$ cat config.mk
export PLATFORM = sky130hd
export DESIGN_NAME = alu_arbiter_flat
export DESIGN_NICKNAME = d
export VERILOG_FILES = /design/src/rtl/alu_arb_pkg.sv /design/src/rtl/alu_arbiter_if.sv /design/src/rtl/rr_arbiter2.sv /design/src/rtl/alu_arbiter.sv /design/src/flat_wrapper.sv
export SDC_FILE = /design/constraint.sdc
export NUM_CORES = 1
export LEC_CHECK = 0
export CAP_MARGIN = 20
export CORE_ASPECT_RATIO = 1.75
export CORE_MARGIN = 4
export CORE_UTILIZATION = 41
export DETAILED_ROUTE_END_ITERATION = 10
export PLACE_DENSITY_LB_ADDON = 0.15
export SLEW_MARGIN = 20
export SYNTH_ARGS = -nofsm -noshare
export SYNTH_HDL_FRONTEND = slang
export SYNTH_SLANG_ARGS = --single-unit
$ cat constraint.sdc
create_clock -name clock -period 3 [get_ports clock]
set_clock_uncertainty 0.1 [all_clocks]
set_input_delay 0.6 -clock clock [delete_from_list [all_inputs] [get_ports clock]]
set_output_delay 0.6 -clock clock [all_outputs]
set_load 0.02 [all_outputs]
$ cat src/rtl/alu_arb_pkg.sv
// alu_arb_pkg: state encoding and opcode constants shared by the ALU arbiter and its clients
package alu_arb_pkg;
  typedef enum logic [1:0] {IDLE = 2'd0, EXEC = 2'd1, RESP = 2'd2} state_t;
  localparam logic OP_ADD = 1'b0;
  localparam logic OP_SUB = 1'b1;
endpackage

$ cat src/rtl/alu_arbiter_if.sv
// alu_arbiter_if: requester, ALU and response signals; master is the client/ALU side, slave is the arbiter
interface alu_arbiter_if #(parameter int WIDTH = 8);
  logic req0_valid;
  logic req0_ready;
  logic [WIDTH-1:0] req0_operandA;
  logic [WIDTH-1:0] req0_operandB;
  logic req0_opcode;
  logic req1_valid;
  logic req1_ready;
  logic [WIDTH-1:0] req1_operandA;
  logic [WIDTH-1:0] req1_operandB;
  logic req1_opcode;
  logic [WIDTH-1:0] alu_operandA;
  logic [WIDTH-1:0] alu_operandB;
  logic alu_opcode;
  logic [WIDTH-1:0] alu_result;
  logic rsp_valid;
  logic rsp_ready;
  logic rsp_id;
  logic [WIDTH-1:0] rsp_data;
  logic busy;
  modport master (
    output req0_valid, req0_operandA, req0_operandB, req0_opcode,
    output req1_valid, req1_operandA, req1_operandB, req1_opcode,
    output alu_result, rsp_ready,
    input req0_ready, req1_ready, alu_operandA, alu_operandB, alu_opcode,
    input rsp_valid, rsp_id, rsp_data, busy
  );
  modport slave (
    input req0_valid, req0_operandA, req0_operandB, req0_opcode,
    input req1_valid, req1_operandA, req1_operandB, req1_opcode,
    input alu_result, rsp_ready,
    output req0_ready, req1_ready, alu_operandA, alu_operandB, alu_opcode,
    output rsp_valid, rsp_id, rsp_data, busy
  );
endinterface

$ cat src/rtl/rr_arbiter2.sv
// rr_arbiter2: two-way round-robin grant; ptr picks the winner only when both request
module rr_arbiter2 (
  input  logic [1:0] valid,
  input  logic       ptr,
  output logic [1:0] grant,
  output logic       idx
);
  always_comb begin
    idx = &valid ? ptr : valid[1];
    grant = |valid ? (idx ? 2'b10 : 2'b01) : 2'b00;
  end
endmodule

$ cat src/rtl/alu_arbiter.sv
// alu_arbiter: round-robin sequencer that issues one add/sub at a time to a shared ALU
module alu_arbiter
  import alu_arb_pkg::*;
#(
  parameter int WIDTH = 8,
  parameter int ALU_LATENCY = 1
) (
  input logic clock,
  input logic reset_n,
  alu_arbiter_if.slave bus
);
  localparam int CW = ALU_LATENCY > 1 ? $clog2(ALU_LATENCY) : 1;
  localparam logic [CW-1:0] CNT_LOAD = CW'(ALU_LATENCY - 1);
  state_t state, state_nx;
  logic rr_ptr, idx, accept, rsp_id;
  logic [1:0] grant;
  logic [CW-1:0] cnt;
  logic [WIDTH-1:0] op_a, op_b, rsp_data;
  logic op_c;
  rr_arbiter2 u_rr (
    .valid({bus.req1_valid, bus.req0_valid}),
    .ptr(rr_ptr),
    .grant(grant),
    .idx(idx)
  );
  assign accept = state == IDLE && |grant;
  always_ff @(posedge clock)
    state <= !reset_n ? IDLE : state_nx;
  always_comb
    state_nx = state == IDLE ? (accept ? EXEC : IDLE) :
               state == EXEC ? (cnt == '0 ? RESP : EXEC) :
               state == RESP ? (bus.rsp_ready ? IDLE : RESP) : IDLE;
  always_comb begin
    bus.req0_ready = state == IDLE && grant[0];
    bus.req1_ready = state == IDLE && grant[1];
    bus.rsp_valid = state == RESP;
    bus.busy = state != IDLE;
  end
  // operands stay parked on the ALU outside EXEC to avoid needless toggling
  always_ff @(posedge clock)
    if (!reset_n) begin
      rr_ptr <= 1'b0;
      cnt <= '0;
      op_a <= '0;
      op_b <= '0;
      op_c <= OP_ADD;
      rsp_id <= 1'b0;
      rsp_data <= '0;
    end else if (accept) begin
      op_a <= idx ? bus.req1_operandA : bus.req0_operandA;
      op_b <= idx ? bus.req1_operandB : bus.req0_operandB;
      op_c <= idx ? bus.req1_opcode : bus.req0_opcode;
      rsp_id <= idx;
      rr_ptr <= ~idx;
      cnt <= CNT_LOAD;
    end else if (state == EXEC) begin
      cnt <= cnt - 1'b1;
      if (cnt == '0) rsp_data <= bus.alu_result;
    end
  assign bus.alu_operandA = op_a;
  assign bus.alu_operandB = op_b;
  assign bus.alu_opcode = op_c;
  assign bus.rsp_id = rsp_id;
  assign bus.rsp_data = rsp_data;
endmodule

$ cat src/flat_wrapper.sv
// flat-port wrapper written by rule: the top's interface ports become plain ports
module alu_arbiter_flat import alu_arb_pkg::*;
#(
  parameter int WIDTH = 8,
  parameter int ALU_LATENCY = 1
)
  (clock, reset_n, bus_req0_valid, bus_req0_operandA, bus_req0_operandB, bus_req0_opcode, bus_req1_valid, bus_req1_operandA, bus_req1_operandB, bus_req1_opcode, bus_alu_result, bus_rsp_ready, bus_req0_ready, bus_req1_ready, bus_alu_operandA, bus_alu_operandB, bus_alu_opcode, bus_rsp_valid, bus_rsp_id, bus_rsp_data, bus_busy);
  alu_arbiter_if #(.WIDTH(WIDTH)) bus_i ();
  input logic clock;
  input logic reset_n;
  input wire logic [$bits(bus_i.req0_valid)-1:0] bus_req0_valid;
  input wire logic [$bits(bus_i.req0_operandA)-1:0] bus_req0_operandA;
  input wire logic [$bits(bus_i.req0_operandB)-1:0] bus_req0_operandB;
  input wire logic [$bits(bus_i.req0_opcode)-1:0] bus_req0_opcode;
  input wire logic [$bits(bus_i.req1_valid)-1:0] bus_req1_valid;
  input wire logic [$bits(bus_i.req1_operandA)-1:0] bus_req1_operandA;
  input wire logic [$bits(bus_i.req1_operandB)-1:0] bus_req1_operandB;
  input wire logic [$bits(bus_i.req1_opcode)-1:0] bus_req1_opcode;
  input wire logic [$bits(bus_i.alu_result)-1:0] bus_alu_result;
  input wire logic [$bits(bus_i.rsp_ready)-1:0] bus_rsp_ready;
  output wire logic [$bits(bus_i.req0_ready)-1:0] bus_req0_ready;
  output wire logic [$bits(bus_i.req1_ready)-1:0] bus_req1_ready;
  output wire logic [$bits(bus_i.alu_operandA)-1:0] bus_alu_operandA;
  output wire logic [$bits(bus_i.alu_operandB)-1:0] bus_alu_operandB;
  output wire logic [$bits(bus_i.alu_opcode)-1:0] bus_alu_opcode;
  output wire logic [$bits(bus_i.rsp_valid)-1:0] bus_rsp_valid;
  output wire logic [$bits(bus_i.rsp_id)-1:0] bus_rsp_id;
  output wire logic [$bits(bus_i.rsp_data)-1:0] bus_rsp_data;
  output wire logic [$bits(bus_i.busy)-1:0] bus_busy;
  assign bus_i.req0_valid = bus_req0_valid;
  assign bus_i.req0_operandA = bus_req0_operandA;
  assign bus_i.req0_operandB = bus_req0_operandB;
  assign bus_i.req0_opcode = bus_req0_opcode;
  assign bus_i.req1_valid = bus_req1_valid;
  assign bus_i.req1_operandA = bus_req1_operandA;
  assign bus_i.req1_operandB = bus_req1_operandB;
  assign bus_i.req1_opcode = bus_req1_opcode;
  assign bus_i.alu_result = bus_alu_result;
  assign bus_i.rsp_ready = bus_rsp_ready;
  assign bus_req0_ready = bus_i.req0_ready;
  assign bus_req1_ready = bus_i.req1_ready;
  assign bus_alu_operandA = bus_i.alu_operandA;
  assign bus_alu_operandB = bus_i.alu_operandB;
  assign bus_alu_opcode = bus_i.alu_opcode;
  assign bus_rsp_valid = bus_i.rsp_valid;
  assign bus_rsp_id = bus_i.rsp_id;
  assign bus_rsp_data = bus_i.rsp_data;
  assign bus_busy = bus_i.busy;
  alu_arbiter #(.WIDTH(WIDTH), .ALU_LATENCY(ALU_LATENCY)) u_core (.clock(clock), .reset_n(reset_n), .bus(bus_i));
endmodule
==> results.py, run 1 <==
metrics = {
    "power": {
        "p_total_mw": 1.201,
        "cellLeakagePower_nw": 0.8410,
        "ir_drop_v": 0.0004806,
        "powerDensity_nw_per_um2": 526.8,
    },
    "timing": {
        "relSlewSlack_pct": 43.30,
        "finalCritPeriodShare_pct": 93.60,
        "rsz0062_at_grt": "no",
        "slew_violations": 0,
        "tightest_slew_ns": 0.8468,
        "fin_crit_ns": 2.808,
        "max_clock_freq_mhz": 356.1,
        "finalHoldViolCount": 0,
        "finalSetupViolCount": 0,
        "setup_tns_ns": 0,
    },
    "yosys": {
        "netlist_area_um2": 1395,
        "yosys-top-cells-count": "dfxtp_1, inv_1, nand4_1",
        "synth-edff-count": 0,
        "synth-adder-area-share_pct": 0,
        "synthSimpleGateAreaFrac_pct": 20.63,
        "synthXorXnorAreaFrac_pct": 0.6278,
        "synth_top_area_share_pct": 43.05,
        "synth_top_cells_by_area": "dfxtp_1, nand4_1, o221ai_2",
        "ys.flop_type": "dfxtp_1",
        "synth_mux_area_share_pct": 5.740,
        "yosys_warnings": 0,
        "netlist_instances": 150,
        "yosysTopAreaCell": "dfxtp_1",
        "synth_top_family_by_area": "simple AND/OR/NAND/NOR gates",
        "ys_seq_elements": 30,
        "synth_compound_area_share_pct": 19.10,
        "synth_most_common_cell": "dfxtp_1",
        "synth.distinct_cells": 33,
        "synth_nets": 197,
        "async_reset_ff_share_pct": 0,
        "synth.avg_cell_area_um2": 9.301,
        "yosysSeqAreaShare_pct": 43.05,
    },
    "route": {
        "drcViolationCount": 0,
        "routed_via_density": 5.247,
        "wl_per_cell_um": 15.33,
        "routed_wl_mm": 4.155,
        "drtIter0Drc": 5,
        "antenna_left": 0,
        "num_vias": 1422,
        "drt_pass1_iterations": 4,
    },
    "placement": {
        "gp_congestion": 0.7404,
        "portBuffers": 76,
        "dpl_cell_area_um2": 2170,
        "dpl.hpwl_mm": 3.230,
    },
    "setup_path": {
        "critical_path_class": "input pin to output port",
        "cp_max_fo": 2,
        "arrival_ns": 2.11,
        "cp_data_required_time_ns": 2.30,
        "endpoint_kind": "output port",
        "start_kind": "input pin",
    },
    "layout": {
        "nets": 274,
        "design_area_um2": 2280,
        "num_antenna_cells": 0,
        "area_delta_synth_final_pct": 63.41,
        "final_layout_size_suffix_gt1_share_pct": 11.84,
    },
    "clock_network": {
        "clockRootBuffer": "clkbuf_8",
        "numCtsBuffers": 5,
        "cts_hold_buf": 0,
        "post_cts_buffers": 0,
        "clock_latency_ns": 0.28,
        "clk_pin_slew_ns": 0.06,
        "htree_levels": 2,
        "cts_resized": 0,
        "clockBufferDepth": 2,
        "cts_tree": "done",
        "cts_sinks": 30,
    },
    "die": {
        "die-area_um2": 4437,
        "io_pins": 77,
        "die_h_um": 85.17,
        "core_um2": 3209,
        "start_util_pct": 43.47,
        "rows": 27,
        "dieWidth_um": 52.10,
    },
    "grt": {
        "grt_overflow": 0,
        "grt_pass1_wl_mm": 6.272,
        "grt_usage_pct": 18.87,
        "antenna_found_initial": 0,
        "first_global_vias": 1400,
        "grt_start_max_net_pins": 21,
    },
    "flow_run": {
        "max-cap-violations": 0,
    },
    "run_status": {
        "outcome": "finished, final reports clean",
    },
    "min_path": {
        "hold_path_class": "flop to flop",
    },
}
-- stage by stage --
step	setup slack, ns	utilization [%]	cells	hold slack, ns
after global routing	0.1404	71.03	271	0.3861
after detailed placement	0.1848	67.60	263	0.3505
final	0.1920	71.03	271	0.3535
after global placement	0.2029	67.60	263	0.3425
after CTS	0.1819	71.03	271	0.3611
after floorplan	0.9200	-	150	0.3642
-- registers in the layout, summed over array words and instances (netlist names) --
register	count
u_core.bus.alu_opcode	1
u_core.bus.rsp_id	1
u_core.bus.rsp_data	8
u_core.bus.alu_operandA	8
u_core.state	2
u_core.rr_ptr	1
u_core.cnt	1
u_core.bus.alu_operandB	8
-- layer usage --
metal / track usage (%) / up-vias / routed length, um
li1: - / 686 / -
met1: 17.90 / 657 / 1385
met2: 33.91 / 67 / 2250
met3: 6.854 / 12 / 383
met4: 9.547 / 0 / 136
met5: 0 / - / 0
-- power by group --
group / leakage, nW / switching [mW] / internal (mW)
sequential: 0.247 / 0.0281 / 0.440
clock: 0.0575 / 0.145 / 0.231
combinational: 0.537 / 0.175 / 0.182
total: 0.841 / 0.348 / 0.853
-- final timing paths --
check | startpoint | slack (ns) | cells past startpoint | endpoint
worst max-delay path | bus_req1_valid | 0.19 | 4 | bus_req0_ready
worst min-delay path | u_core.bus.rsp_id$_SDFFE_PN0P_ | 0.35 | 2 | u_core.bus.rsp_id$_SDFFE_PN0P_
worst max register to register | u_core.state[0]$_SDFF_PN0_ | 1.15 | 3 | u_core.bus.rsp_data[2]$_SDFFE_PN0P_
worst min register to register | u_core.bus.rsp_id$_SDFFE_PN0P_ | 0.35 | 2 | u_core.bus.rsp_id$_SDFFE_PN0P_
-- critical path, stage by stage --
cell and delay [ns]:
clkdlybuf4s50_1 0.46, a211oi_4 0.26, and2_1 0.17, clkdlybuf4s50_1 0.61
-- logic make-up after synthesis --
kind of cell,Yosys count
simple gates,54
flops,30
buf+inv,30
compound gates,27
mux,8
xor+xnor,1
-- layout by cell type, fill, tap and decap left out, drive strengths merged, types with 4 or more instances in the layout --
cell,Yosys,final
inv,19,19
clkbuf,1,8
nand3,5,5
o221ai,13,13
dfxtp,30,30
o21ai,5,5
clkdlybuf4s50,0,76
nor2,12,12
a31oi,4,4
nand2,14,14
nand4,17,17
mux2i,8,8
buf,10,5
-- area by class of cell --
type	instances	area (um2)
clock buffers	8	110.1
well taps	43	53.80
flip-flops and latches	30	600.6
multi-input cells	90	643.1
repair buffers	81	798.3
fillers	267	929.6
inverters	19	73.82
No activity file was read; power rests on OpenSTA's default activity.
==> run 2, diff against run 1 <==
==> constraint.sdc (replaced) <==
create_clock -name clock -period 3 [get_ports clock]
set_clock_uncertainty 0.1 [all_clocks]
set_input_delay 0.45 -clock clock [delete_from_list [all_inputs] [get_ports clock]]
set_output_delay 0.45 -clock clock [all_outputs]
set_load 0.02 [all_outputs]
==> run 2 against run 1 <==
Net effect: sequential share of layout area up 0.46 points; first-iteration DRC count grew to 2.6 times the previous value; global-route usage increased by 1.4 points; largest power group unchanged.
==> results.py, run 2 (synthesized netlist as in run 1, its figures left out) <==
metrics = {
    "run_status": {
        "outcome": "finished, final reports clean",
    },
    "die": {
        "dieWidth_um": 52.10,
        "die-area_um2": 4437,
        "rows": 27,
        "core_um2": 3209,
        "start_util_pct": 43.47,
        "io_pins": 77,
        "die_h_um": 85.17,
    },
    "route": {
        "routed_via_density": 5.208,
        "routed_wl_mm": 4.117,
        "drtIter0Drc": 13,
        "drt_pass1_iterations": 4,
        "antenna_left": 0,
        "drcViolationCount": 0,
        "wl_per_cell_um": 15.30,
        "num_vias": 1401,
    },
    "layout": {
        "num_antenna_cells": 0,
        "layout_commonest_cell": "clkdlybuf4s50_1",
        "fin_util_pct": 69.82,
        "final_cell_mix": "clkdlybuf4s50_1, dfxtp_1, inv_1",
        "final_layout_size_suffix_gt1_share_pct": 11.06,
        "nets": 273,
        "area_delta_synth_final_pct": 60.63,
        "layout.cells.non_filler": 269,
        "nFillCells": 269,
    },
    "grt": {
        "grt_pass1_wl_mm": 6.699,
        "grt_usage_pct": 20.29,
        "antenna_found_initial": 0,
        "grt_overflow": 0,
        "first_global_vias": 1464,
        "grt_start_max_net_pins": 30,
    },
    "flow_run": {
        "max-cap-violations": 0,
    },
    "clock_network": {
        "cts_tree": "done",
        "cts_sinks": 30,
        "post_cts_buffers": 0,
        "numCtsBuffers": 5,
        "cts_hold_buf": 0,
        "htree_levels": 2,
        "clock_latency_ns": 0.28,
        "clockBufferDepth": 2,
        "cts_resized": 0,
        "clockRootBuffer": "clkbuf_8",
        "clk_pin_slew_ns": 0.06,
    },
    "setup_path": {
        "cp-startpoint": "bus_req1_valid",
        "slowest_delay_ns": 0.61,
        "crit_top_cell": "clkdlybuf4s50_1",
        "cp_data_required_time_ns": 2.45,
        "crit_family": "buffers and inverters",
        "critical_path_class": "input pin to output port",
        "endpoint_kind": "output port",
        "arrival_ns": 2.12,
        "slowest_stage": "clkdlybuf4s50_1",
        "critPathBufInv": 2,
        "start_kind": "input pin",
        "path_cells": "clkdlybuf4s50_1 > a211oi_4 > and2_1 > clkdlybuf4s50_1",
        "worstReg2RegStart": "u_core.state[0]$_SDFF_PN0_",
        "cp_max_fo": 7,
    },
    "timing": {
        "slew_violations": 0,
        "fin_crit_ns": 2.674,
        "max_clock_freq_mhz": 374.0,
        "finalSetupViolCount": 0,
        "relSlewSlack_pct": 43.40,
        "setup_tns_ns": 0,
        "finalCritPeriodShare_pct": 89.14,
        "finalHoldViolCount": 0,
        "holdWs_ns": 0.3545,
        "rsz0062_at_grt": "no",
        "tightest_slew_ns": 0.8452,
    },
    "placement": {
        "gp_congestion": 0.6984,
        "portBuffers": 76,
        "dp.cells": 262,
        "dpl.hpwl_mm": 3.264,
    },
    "power": {
        "cellLeakagePower_nw": 0.8224,
        "powerDensity_nw_per_um2": 500.1,
        "ir_drop_v": 0.0003944,
    },
    "min_path": {
        "min_from": "u_core.bus.rsp_id$_SDFFE_PN0P_",
        "hold_path_class": "flop to flop",
    },
}
## run 2: cell count changes in the layout (fill, tap and decap cells not counted), sizes merged
cell,before,now
clkbuf,8,5
clkinv,0,2
buf,5,4
## run 2: cell type report
class	count	area [um2]	area share, %
repair buffers	80	790.8	35.29
clock inverters	2	10.01	0.4467
inverters	19	73.82	3.294
multi-input cells	90	643.1	28.70
clock buffers	5	68.82	3.071
well taps	43	53.80	2.401
flip-flops and latches	30	600.6	26.80
## run 2: where the power goes
group          leakage [nW]  switching (mW)  internal [mW]
Clock                0.0438           0.141          0.155
Combinational         0.532           0.175          0.181
Sequential            0.247          0.0287          0.440
## run 2: metrics by stage
stage	worst slack (ns)	area, um2	power, mW
finish	0.3259	2241	1.121
floorplan	1.220	1395	0.6677
CTS	0.3141	2241	1.135
global placement	0.3594	2162	0.8218
detailed placement	0.3178	2162	0.8351
global route	0.2823	2241	1.189
## run 2: worst paths after layout
kind                                    endpoint  slack (ns)  cells past startpoint
max                               bus_req0_ready        0.33                      4
min               u_core.bus.rsp_id$_SDFFE_PN0P_        0.35                      2
max reg2reg  u_core.bus.rsp_data[3]$_SDFFE_PN0P_        1.11                      3
min reg2reg       u_core.bus.rsp_id$_SDFFE_PN0P_        0.35                      2
## run 2: tightest hold or removal path: stages (launching register included)
cell and delay (ns):
dfxtp_1 0.31, inv_1 0.05, o22ai_1 0.05
## run 2: per-layer routing
metal / vias to the layer above / routed length (um) / track usage (%)
met5: - / 0 / 0
met4: 0 / 79 / 9.785
met3: 5 / 353 / 6.678
met2: 58 / 2327 / 36.20
met1: 655 / 1358 / 20.13
li1: 683 / - / -
